File: config.mk
export PLATFORM = sky130hd
export DESIGN_NAME = cx_switch_ooo
export DESIGN_NICKNAME = d
export VERILOG_FILES = /design/src/rtl/cx_switch_pkg.sv /design/src/rtl/cx_order_fifo.sv /design/src/rtl/cx_switch_ooo.sv
export SDC_FILE = /design/constraint.sdc
export NUM_CORES = 1
export LEC_CHECK = 0
export CAP_MARGIN = 20
export CORE_AREA = 2 2 134 136
export DETAILED_ROUTE_END_ITERATION = 12
export DIE_AREA = 0 0 136 138
export SYNTH_ARGS = -nofsm -noshare
export SYNTH_HDL_FRONTEND = slang
export SYNTH_SLANG_ARGS = --single-unit
File: constraint.sdc
create_clock -name clk -period 3.92 [get_ports clk]
set_input_delay 0.784 -clock clk [delete_from_list [all_inputs] [get_ports clk]]
set_output_delay 0.784 -clock clk [all_outputs]
set_load 0.005 [all_outputs]
File: src/rtl/cx_switch_pkg.sv
// Shared constants and the order-FIFO entry type for the CX switch.
package cx_switch_pkg;

  localparam int CX_ID_MAX_W = 4;

  localparam logic [3:0] CX_ST_OK     = 4'h0;
  localparam logic [3:0] CX_ST_ERR_ID = 4'h2;

  // One entry per accepted request: which CXU owes the answer, or a
  // locally generated error for an id that no CXU owns.
  typedef struct packed {
    logic                   err;
    logic [CX_ID_MAX_W-1:0] id;
  } cx_order_t;

endpackage

File: src/rtl/cx_order_fifo.sv
// Synchronous FIFO that remembers request order; head entry is always visible.
module cx_order_fifo #(
  parameter int WIDTH = 5,
  parameter int DEPTH = 4
) (
  input  logic                   clk,
  input  logic                   rst,
  input  logic                   push,
  input  logic [WIDTH-1:0]       din,
  input  logic                   pop,
  output logic                   full,
  output logic                   empty,
  output logic [$clog2(DEPTH):0] count,
  output logic [WIDTH-1:0]       head
);

  localparam int PTR_W = (DEPTH > 1) ? $clog2(DEPTH) : 1;
  localparam int CNT_W = $clog2(DEPTH) + 1;
  localparam logic [PTR_W-1:0] LAST    = PTR_W'(DEPTH - 1);
  localparam logic [CNT_W-1:0] DEPTH_C = CNT_W'(DEPTH);

  logic [WIDTH-1:0] r_mem [DEPTH];
  logic [PTR_W-1:0] r_wr;
  logic [PTR_W-1:0] r_rd;
  logic [CNT_W-1:0] r_cnt;
  logic             w_do_push;
  logic             w_do_pop;

  assign full      = (r_cnt == DEPTH_C);
  assign empty     = (r_cnt == '0);
  assign count     = r_cnt;
  assign head      = r_mem[r_rd];
  // Full is judged on the registered count, so a same-cycle pop never frees a slot.
  assign w_do_push = push & ~full;
  assign w_do_pop  = pop & ~empty;

  // Pointer and occupancy bookkeeping; pointers wrap at DEPTH.
  always_ff @(posedge clk) begin
    if (rst) begin
      r_wr  <= '0;
      r_rd  <= '0;
      r_cnt <= '0;
    end else begin
      if (w_do_push) r_wr <= (r_wr == LAST) ? '0 : r_wr + PTR_W'(1);
      if (w_do_pop)  r_rd <= (r_rd == LAST) ? '0 : r_rd + PTR_W'(1);
      if (w_do_push && !w_do_pop)      r_cnt <= r_cnt + CNT_W'(1);
      else if (!w_do_push && w_do_pop) r_cnt <= r_cnt - CNT_W'(1);
    end
  end

  // Storage carries no reset; occupancy alone says what is valid.
  always_ff @(posedge clk) begin
    if (w_do_push) r_mem[r_wr] <= din;
  end

endmodule

File: src/rtl/cx_switch_ooo.sv
// CX switch: dispatches Ibex requests to NUM_CXU units and returns the
// answers strictly in request order, whatever order the units finish in.
module cx_switch_ooo
  import cx_switch_pkg::*;
#(
  parameter int NUM_CXU = 4,
  parameter int DATA_W  = 32,
  parameter int STATE_W = 2,
  parameter int MAX_OUT = 4,
  localparam int CXU_ID_W = (NUM_CXU > 1) ? $clog2(NUM_CXU) : 1,
  localparam int OUT_W    = $clog2(MAX_OUT) + 1
) (
  input  logic                      clk,
  input  logic                      rst,
  input  logic                      cx_req_valid,
  output logic                      cx_req_ready,
  input  logic [CXU_ID_W-1:0]       cx_cxu_id,
  input  logic [STATE_W-1:0]        cx_state_id,
  input  logic [DATA_W-1:0]         cx_req_data0,
  input  logic [DATA_W-1:0]         cx_req_data1,
  output logic                      cx_resp_valid,
  input  logic                      cx_resp_ready,
  output logic                      cx_resp_state,
  output logic [3:0]                cx_resp_status,
  output logic [DATA_W-1:0]         cx_resp_data,
  output logic [NUM_CXU-1:0]        cxu_req_valid,
  input  logic [NUM_CXU-1:0]        cxu_req_ready,
  output logic [DATA_W-1:0]         cxu_data0_o,
  output logic [DATA_W-1:0]         cxu_data1_o,
  output logic [STATE_W-1:0]        cxu_state_id_o,
  input  logic [NUM_CXU-1:0]        cxu_resp_valid,
  output logic [NUM_CXU-1:0]        cxu_resp_ready,
  input  logic [NUM_CXU*DATA_W-1:0] cxu_resp_data,
  input  logic [NUM_CXU*4-1:0]      cxu_resp_status,
  input  logic [NUM_CXU-1:0]        cxu_resp_state,
  output logic [OUT_W-1:0]          outstanding
);

  localparam logic [CXU_ID_W:0] NUM_CXU_C = (CXU_ID_W + 1)'(NUM_CXU);

  logic              w_id_ok;
  logic              w_sel_req_ready;
  logic              w_push;
  logic              w_pop;
  logic              w_full;
  logic              w_empty;
  logic              w_can_retire;
  logic              w_head_valid;
  logic [DATA_W-1:0] w_head_data;
  logic [3:0]        w_head_status;
  logic              w_head_state;
  logic [OUT_W-1:0]  w_count;
  cx_order_t         w_push_entry;
  cx_order_t         w_head;

  logic              r_resp_valid;
  logic              r_resp_state;
  logic [3:0]        r_resp_status;
  logic [DATA_W-1:0] r_resp_data;

  assign cxu_data0_o    = cx_req_data0;
  assign cxu_data1_o    = cx_req_data1;
  assign cxu_state_id_o = cx_state_id;

  // Zero-latency dispatch decode; bad ids are accepted but reach no CXU.
  always_comb begin
    w_id_ok         = ({1'b0, cx_cxu_id} < NUM_CXU_C);
    w_sel_req_ready = 1'b0;
    cxu_req_valid   = '0;
    for (int k = 0; k < NUM_CXU; k++) begin
      if (cx_cxu_id == CXU_ID_W'(k)) begin
        w_sel_req_ready  = cxu_req_ready[k];
        cxu_req_valid[k] = cx_req_valid & ~w_full & ~rst;
      end
    end
    cx_req_ready     = ~rst & ~w_full & (~w_id_ok | w_sel_req_ready);
    w_push           = cx_req_valid & cx_req_ready;
    w_push_entry.err = ~w_id_ok;
    w_push_entry.id  = CX_ID_MAX_W'(cx_cxu_id);
  end

  cx_order_fifo #(
    .WIDTH ($bits(cx_order_t)),
    .DEPTH (MAX_OUT)
  ) u_order_fifo (
    .clk   (clk),
    .rst   (rst),
    .push  (w_push),
    .din   (w_push_entry),
    .pop   (w_pop),
    .full  (w_full),
    .empty (w_empty),
    .count (w_count),
    .head  (w_head)
  );

  // Retire mux: only the CXU at the head of the order FIFO may be acked.
  always_comb begin
    w_can_retire   = ~rst & ~w_empty & (~r_resp_valid | cx_resp_ready);
    w_head_valid   = 1'b0;
    w_head_data    = '0;
    w_head_status  = CX_ST_ERR_ID;
    w_head_state   = 1'b0;
    cxu_resp_ready = '0;
    if (w_head.err) begin
      w_head_valid = 1'b1;
    end else begin
      for (int k = 0; k < NUM_CXU; k++) begin
        if (w_head.id == CX_ID_MAX_W'(k)) begin
          w_head_valid      = cxu_resp_valid[k];
          w_head_data       = cxu_resp_data[k*DATA_W +: DATA_W];
          w_head_status     = cxu_resp_status[k*4 +: 4];
          w_head_state      = cxu_resp_state[k];
          cxu_resp_ready[k] = w_can_retire & cxu_resp_valid[k];
        end
      end
    end
    w_pop = w_can_retire & w_head_valid;
  end

  // Output register toward Ibex; holds until the core takes it.
  always_ff @(posedge clk) begin
    if (rst) begin
      r_resp_valid  <= 1'b0;
      r_resp_state  <= 1'b0;
      r_resp_status <= CX_ST_OK;
      r_resp_data   <= '0;
    end else if (w_pop) begin
      r_resp_valid  <= 1'b1;
      r_resp_state  <= w_head_state;
      r_resp_status <= w_head_status;
      r_resp_data   <= w_head_data;
    end else if (cx_resp_ready) begin
      r_resp_valid  <= 1'b0;
    end
  end

  assign cx_resp_valid  = r_resp_valid;
  assign cx_resp_state  = r_resp_state;
  assign cx_resp_status = r_resp_status;
  assign cx_resp_data   = r_resp_data;
  assign outstanding    = w_count + OUT_W'(r_resp_valid);

endmodule

* After elaboration in Yosys (flattened, before gate mapping) *
Memories as Yosys holds them, arrays and structs flattened. A register that Yosys moved wholly into a read port is not among the register bits.
Cells that the tools add are included.

storage, ports and cells
  register bits after elaboration = 45
  bits in writable memories = 8
  bits of input ports = 228
  output and inout bits = 116
  word-level logic and storage cells = 93
  memories = 1

memories
  memory              depth  width  rd ports  clocked after memory_dff  write ports  line                 RTL
  u_order_fifo.r_mem  4      2      1         1                         1            cx_order_fifo.sv:22  logic [WIDTH-1:0] r_mem [DEPTH];

cells by class
  add/sub/neg operators = 5
  eq/ne operators = 9
  multiplexer cells = 43
  bitwise operators = 19
  reductions and logical operators = 9

operators by type and width
  kind                   count
  $mux W32               5
  $mux W1                26
  $mux W4                6
  $and A1 B1 Y1          14
  $eq A2 B2 Y1 const B   4
  $eq A4 B2 Y1 const B   2
  $mux W2                4
  $mux W3                2
  $add A2 B1 Y2 const B  2
  $eq A4 B1 Y1 const B   1
  $logic_not A4 Y1       1
  $not A1 Y1             4
  $reduce_bool A2 Y1     2
  $add A3 B1 Y3          1
  $add A3 B1 Y3 const B  1
  $eq A3 B3 Y1 const B   1
  $logic_not A3 Y1       1
  $sub A3 B1 Y3 const B  1
  $eq A2 B1 Y1 const B   1
  $logic_and A1 B1 Y1    2
  $logic_not A1 Y1       2
  $logic_not A2 Y1       1
  $or A1 B1 Y1           1

* Logic depth before layout (Yosys ltp) *
Gate-level depths: netlist (run 1).

  word-level depth = 12
  gate-level depth with buffers = 13

* Cells and area by module *
Synthesis (run 1) repeated with hierarchy kept, for this count alone.

unflattened totals
  cells, all modules = 468
  area total of the unflattened synthesis = 4723.3 um2

by module, submodules not included
  module         times used  cells an instance  area an instance (um2)  sequential area each (um2)
  cx_switch_ooo  1           392                3485.8                  760.7
  cx_order_fifo  1           76                 1237.4                  780.7

* Least setup slack after synthesis (run 1) *
OpenSTA, ideal clock, no wires.

  kind = reg2reg
  start point = reg (tool-made name)
  end point = reg u_order_fifo.r_cnt[2] (netlist: u_order_fifo.count[2])
  library setup time = 0.071 ns
  data arrival time = 2.837 ns
  required time = 3.849 ns
  path slack = 1.012 ns
  stages on the path, launching flop included = 13
  buffers on the path = 2
  clock period less this slack = 2.908 ns
  cell sequence = dfxtp_1 > mux4_2 > buf_4 > nand2_1 > nand3_2 > o211ai_4 > buf_6 > ha_1 > inv_1 > fa_1 > xor2_1 > or3_1 > a21oi_1

RTL lines
  what                  line                 RTL
  to (signal assigned)  cx_order_fifo.sv:46  if (w_do_push && !w_do_pop) r_cnt <= r_cnt + CNT_W'(1);
  to (signal assigned)  cx_order_fifo.sv:47  else if (!w_do_push && w_do_pop) r_cnt <= r_cnt - CNT_W'(1);
  to (decl)             cx_order_fifo.sv:25  logic [CNT_W-1:0] r_cnt;

* Worst setup path in the final report (run 1) *
  start point = in cx_resp_ready
  end point = out cxu_resp_ready[2]

on the way
  cells in the longest elaborated chain, start to end = 5

RTL lines
  what           line                  RTL
  from (decl)    cx_switch_ooo.sv:22   input logic cx_resp_ready,
  $or A1 B1 Y1   cx_switch_ooo.sv:99   w_can_retire = ~rst & ~w_empty & (~r_resp_valid | cx_resp_ready);
  $and A1 B1 Y1  cx_switch_ooo.sv:99
  $and A1 B1 Y1  cx_switch_ooo.sv:114  cxu_resp_ready[k] = w_can_retire & cxu_resp_valid[k];
  $mux W1        cx_switch_ooo.sv:109  if (w_head.id == CX_ID_MAX_W'(k)) begin
  $mux W4        cx_switch_ooo.sv:105  if (w_head.err) begin
  to (decl)      cx_switch_ooo.sv:32   output logic [NUM_CXU-1:0] cxu_resp_ready,

Every way passes these cells.

==> results.py, run 1 <==
metrics = {
    "status": {
        "status": "completed",
    },
    "grt": {
        "grt_max_degree": 62,
        "top_usage_layer": "met2",
        "grt_antenna_before_repair": 0,
        "gr-total-overflow": 0,
        "grt_use_met1_pct": 13.1,
        "grt_pass1_wl_um": 18500,
        "grt_util_met3_pct": 3.15,
        "first_global_vias": 3617,
        "track_usage_pct": 12.3,
        "met2_usage_pct": 23.3,
    },
    "synth": {
        "yosysWarnings": 0,
        "synthCells": 445,
        "seq_area_frac_synth_pct": 28.1,
        "syn_area_sq_um": 4200,
        "synth_area_leaders": "dfxtp_1 (22%), buf_4 (12%), nor2b_1 (11%)",
        "netlist.area_leader.share_pct": 22.4,
        "synth_top_area_cell": "dfxtp_1",
        "synth_cell_types": 36,
        "avgSynthCellArea_sq_um": 9.43,
        "synth_seq_cells": 55,
        "synth_fp_nets": 682,
    },
    "floorplanning": {
        "chipWidth_um": 136,
        "die_h_um": 138,
        "die_area_sq_um": 18800,
        "start_util_pct": 23.9,
        "io_pins": 344,
        "core_area_sq_um": 17500,
        "num_rows": 49,
    },
    "critical_path": {
        "setup.worst_path.start_class": "input port",
        "crit_chain": "clkdlybuf4s50_1, nand2b_1, nor3b_1, inv_1, nor4b_1, clkdlybuf4s50_1",
        "cp-end-kind": "output port",
        "crit_top_cell": "clkdlybuf4s50_1",
        "path_class": "in -> out",
        "critical_path_required_ns": 3.14,
        "arrival_ns": 2.88,
        "cp_top_family": "buffers and inverters",
        "slowest_stage": "clkdlybuf4s50_1",
        "crit_fanout": 3,
        "cp_num_buf_inv": 3,
        "max_stage_delay_ns": 0.59,
    },
    "sta": {
        "worst_pin_slew_ns": 0.735,
        "tns_ns": 0,
        "fin_skew_ns": 0.00970,
        "relSlewSlack_pct": 51.0,
        "period_minus_slack_ns": 3.66,
        "finalMaxSlewViolations": 0,
        "finalSetupViolCount": 0,
        "max_freq_ghz": 0.273,
        "fin_ws_ns": 0.260,
        "hold_violations": 0,
        "rsz0062_at_grt": "false",
        "finalCritPeriodShare_pct": 93.4,
    },
    "place": {
        "place.detailed.hpwl_um": 9600,
        "pre_cts_ws_ns": 0.285,
        "dp_cells": 794,
        "dpl-instance-area_sq_um": 5930,
        "gp_congestion": 0.818,
        "io_buffers": 211,
    },
    "detailed_routing": {
        "drtIter0Drc": 64,
        "drc": 0,
        "routedWlPerCell_um": 15.1,
        "vias": 3460,
        "detail_route.wirelength_um": 12100,
        "ant_nets": 0,
        "vias_per_cell": 4.31,
        "dr.pass1.iters": 4,
    },
    "layout": {
        "diodes": 0,
        "syn_to_final_growth_pct": 44.9,
        "nets": 809,
        "fin_cells": 802,
        "fin_area_sq_um": 6080,
        "fill_cells": 1808,
        "drive_above_1_share_pct": 10.5,
    },
    "clocking": {
        "clockBufferDepth": 2,
        "numCtsBuffers": 5,
        "ctsHoldBuffers": 0,
        "clk_pin_slew_worst_paths_ns": 0.08,
        "cts_tree": "done",
        "cts_setup_buffers": 0,
        "cts_resized": 0,
        "h-tree-depth": 2,
        "clock-root-buffer": "clkbuf_16",
        "cts.sinks": 55,
        "clk_latency_ns": 0.29,
    },
    "min_path": {
        "hp-class": "reg -> reg",
    },
    "power": {
        "worst_ir_drop_vdd_v": 0.000298,
        "power_density_nw_per_um2": 483,
        "p_leak_nw": 2.31,
    },
    "job": {
        "drv_cap": 0,
    },
}
## placed cells by master, fill, tap and decap left out, drive strengths merged, types with 2 or more instances in the layout
cell,instances
ha,8
and2,5
mux4,2
buf,8
a21oi,40
nor3,3
edfxtp,8
inv,4
nor2b,75
dfxtp,47
clkdlybuf4s50,210
mux2,41
clkbuf,6
nor2,9
nand2b,3
mux2i,43
a211oi,37
xor2,3
nor3b,3
nand2,5
## metal layers
layer	up-vias	wire (um)
met3	38	850
met5	-	0
met1	1571	4610
met2	110	6360
met4	0	275
li1	1741	-
## tightest hold or removal path: stages (launching register included)
cell      delay, ns
dfxtp_1        0.33
nand2b_1       0.09
a21oi_1        0.06
## area by class of cell
| type | instances | area (sq um) | area share (%) |
|---|---|---|---|
| Clock buffer | 6 | 139 | 2.28 |
| Clock inverter | 2 | 16.3 | 0.267 |
| Inverter | 4 | 15.0 | 0.247 |
| Multi-Input combinational cell | 288 | 2290 | 37.6 |
| Sequential cell | 55 | 1180 | 19.4 |
| Tap cell | 229 | 287 | 4.71 |
| Timing Repair Buffer | 218 | 2160 | 35.5 |
## final timing paths
kind / cells after the start / startpoint / slack, ns / to
setup / recovery: 6 / cx_resp_ready / 0.26 / cxu_resp_ready[2]
hold / removal: 2 / cx_resp_valid / 0.53 / cx_resp_valid
setup reg to reg: 10 / register / 0.93 / u_order_fifo.count[2]
hold reg to reg: 2 / cx_resp_valid / 0.53 / cx_resp_valid
## cells in the mapped netlist
master    count
and2b_1       1
mux2i_1      42
clkbuf_1     10
nand2b_1      2
xor2_1        3
dfxtp_1      47
and2_1        5
o211ai_4      1
mux2i_4       1
inv_1         4
nand3_2       1
o21ai_0       1
buf_6        11
edfxtp_1      8
mux2_2       38
mux4_2        2
nand2_1       5
a21oi_1      40
nor3b_1       3
nand4b_1      1
or3_1         1
nor4b_1       1
and3_1        1
fa_1          1
nor3_1        3
nand2b_4      1
and4_1        1
buf_4        69
mux2_1        3
a211oi_1     37
buf_1         1
o311a_1       1
ha_1          8
nor2b_1      75
nor2_1        9
buf_2         7
## state kept, by name (all words and copies together), names as in the netlist, named ones only
name	count
cx_resp_data	32
u_order_fifo.r_mem	8
cx_resp_status	4
u_order_fifo.count	3
u_order_fifo.r_rd	2
u_order_fifo.r_wr	2
cx_resp_state	1
cx_resp_valid	1
## kinds of logic (layout without fill, tap and decap cells)
group	count (synthesis)	count (layout)	share of synthesized area (%)
and+or+nand+nor	110	110	16.0
buffers and inverters	102	230	17.5
muxes	86	86	22.6
xor gates and xnor gates	3	3	0.626
AOI/OAI and AO/OA	80	80	12.3
DFF	55	55	28.1
adders and majority gates	9	9	2.86
## through the flow
step | utilization, % | hold slack [ns] | power, mW
final | 34.7 | 0.532 | 2.94
after global routing | 34.7 | 0.576 | 3.16
after CTS | 34.7 | 0.536 | 3.01
after floorplan | - | 0.494 | 1.87
after global placement | 33.8 | 0.511 | 2.48
after detailed placement | 33.8 | 0.516 | 2.52
## power by group
| group | switching [mW] | total [mW] | internal, mW |
|---|---|---|---|
| clock | 0.208 | 0.464 | 0.256 |
| sequential | 0.118 | 0.900 | 0.781 |
| combinational | 0.628 | 1.58 | 0.949 |
Power figures use the tool's default switching activity.
==> inputs of run 2 (changes only) <==
- SETUP_SLACK_MARGIN: unset -> 0.3
==> run 2 against run 1 <==
  * Via count increased by 0.29%
  * Flip-flop and latch count unchanged
  * Sequential power about the same
  * Combinational power about the same
  * Core utilization increased by 0.064 points
  * Global-route usage increased by 0.053 points
  * Worst setup slack improved by 0.22 ns
==> results.py, run 2 (synthesis gave the netlist of run 1 again) <==
metrics = {
    "status": {
        "status": "completed",
    },
    "detailed_routing": {
        "drtIter0Drc": 91,
        "vias": 3470,
        "detail_route.wirelength_um": 12100,
        "drc": 0,
        "dr.pass1.iters": 4,
        "routedWlPerCell_um": 15.1,
        "vias_per_cell": 4.33,
        "ant_nets": 0,
    },
    "critical_path": {
        "slowest_stage": "clkdlybuf4s50_1",
        "max_stage_delay_ns": 0.56,
        "setup.worst_path.start_class": "input port",
        "cp-end-kind": "output port",
        "critical_path_required_ns": 3.14,
        "crit_fanout": 3,
        "crit_top_cell": "clkdlybuf4s50_1",
        "cp_top_family": "buffers and inverters",
        "cp_num_buf_inv": 3,
        "crit_chain": "clkdlybuf4s50_1, nand2b_1, nor3b_2, inv_1, nor4b_2, clkdlybuf4s50_1",
        "path_class": "in -> out",
        "arrival_ns": 2.65,
    },
    "layout": {
        "largest_reg_flops": 32,
        "nets": 809,
        "layout_commonest_cell": "clkdlybuf4s50_1",
        "fin_cells": 802,
        "syn_to_final_growth_pct": 45.2,
        "mostFrequentLayoutCells": "clkdlybuf4s50_1 (210), nor2b_1 (75), dfxtp_1 (47)",
        "regArea_sq_um": 1180,
        "fill_cells": 1810,
        "diodes": 0,
        "drive_above_1_share_pct": 10.8,
        "multi_input_area_sq_um": 2300,
    },
    "clocking": {
        "cts_tree": "done",
        "cts.sinks": 55,
        "numCtsBuffers": 5,
        "clk_pin_slew_worst_paths_ns": 0.07,
        "clockBufferDepth": 2,
        "ctsHoldBuffers": 0,
        "clock-root-buffer": "clkbuf_16",
        "clk_latency_ns": 0.29,
        "h-tree-depth": 2,
    },
    "floorplanning": {
        "die_area_sq_um": 18800,
        "num_rows": 49,
        "chipWidth_um": 136,
        "die_h_um": 138,
        "io_pins": 344,
        "start_util_pct": 23.9,
        "core_area_sq_um": 17500,
    },
    "place": {
        "gp_congestion": 0.818,
        "dp_cells": 794,
        "io_buffers": 211,
        "place.detailed.hpwl_um": 9600,
    },
    "min_path": {
        "hp-class": "reg -> reg",
    },
    "grt": {
        "first_global_vias": 3624,
        "gr-total-overflow": 0,
        "track_usage_pct": 12.4,
        "grt_antenna_before_repair": 0,
        "grt_pass1_wl_um": 18600,
        "grt_max_degree": 62,
    },
    "sta": {
        "finalSetupViolCount": 0,
        "period_minus_slack_ns": 3.44,
        "finalCritPeriodShare_pct": 87.7,
        "relSlewSlack_pct": 50.9,
        "rsz0062_at_grt": "false",
        "hold_violations": 0,
        "tns_ns": 0,
        "max_freq_ghz": 0.291,
        "worst_pin_slew_ns": 0.737,
        "finalMaxSlewViolations": 0,
        "fin_hold_ws_ns": 0.541,
        "fin_skew_ns": 0.00901,
    },
    "power": {
        "power_density_nw_per_um2": 484,
        "worst_ir_drop_vdd_v": 0.000298,
        "p_leak_nw": 2.31,
    },
    "job": {
        "drv_cap": 0,
    },
}
## run 2: per-layer routing
metal  wire, um  global-route usage [%]
met5          0                       0
met4        285                    4.11
met3        885                    3.15
met2       6360                    23.5
met1       4590                    13.1
## run 2: path summary, 6_finish.rpt
path,slack (ns),end,cells past startpoint,startpoint
min reg2reg,0.54,cx_resp_valid,2,cx_resp_valid
min,0.54,cx_resp_valid,2,cx_resp_valid
max reg2reg,0.93,u_order_fifo.count[2],10,register
max,0.48,cxu_resp_ready[2],6,cx_resp_ready
## run 2: worst min-delay path: cells and delay by family (launching register included)
family	cells	cell delay (ns)
DFF	1	0.33
and+or+nand+nor	1	0.10
AOI/OAI and AO/OA	1	0.06
## run 2: what timing repair did
action,4_1_cts,5_1_grt
resized for setup,1,1
endpoints found under the setup margin,1,1
setup buffers,0,0
## run 2: cell type report
class / count / share of cell area [%]
timing repair buffer: 218 / 35.4
tap: 229 / 4.70
sequential: 55 / 19.4
inverter: 4 / 0.246
clock buffer: 6 / 2.28
multi-input combinational: 288 / 37.7
clock inverter: 2 / 0.267
## run 2: stage by stage
stage / setup WS, ns / cell area (sq um) / total power [mW] / util [%]
3_3_place_gp: 0.260 / 5930 / 2.48 / 33.8
6_report: 0.481 / 6090 / 2.95 / 34.8
2_1_floorplan: 1.01 / 4200 / 1.87 / -
3_5_place_dp: 0.285 / 5930 / 2.52 / 33.8
5_1_grt: 0.375 / 6090 / 3.17 / 34.8
4_1_cts: 0.417 / 6090 / 3.01 / 34.7
## run 2: where the power goes
| group | internal, mW | total, mW | switching, mW |
|---|---|---|---|
| logic | 0.951 | 1.59 | 0.636 |
| clock network | 0.256 | 0.463 | 0.207 |
| registers | 0.781 | 0.899 | 0.118 |
| total | 1.99 | 2.95 | 0.961 |
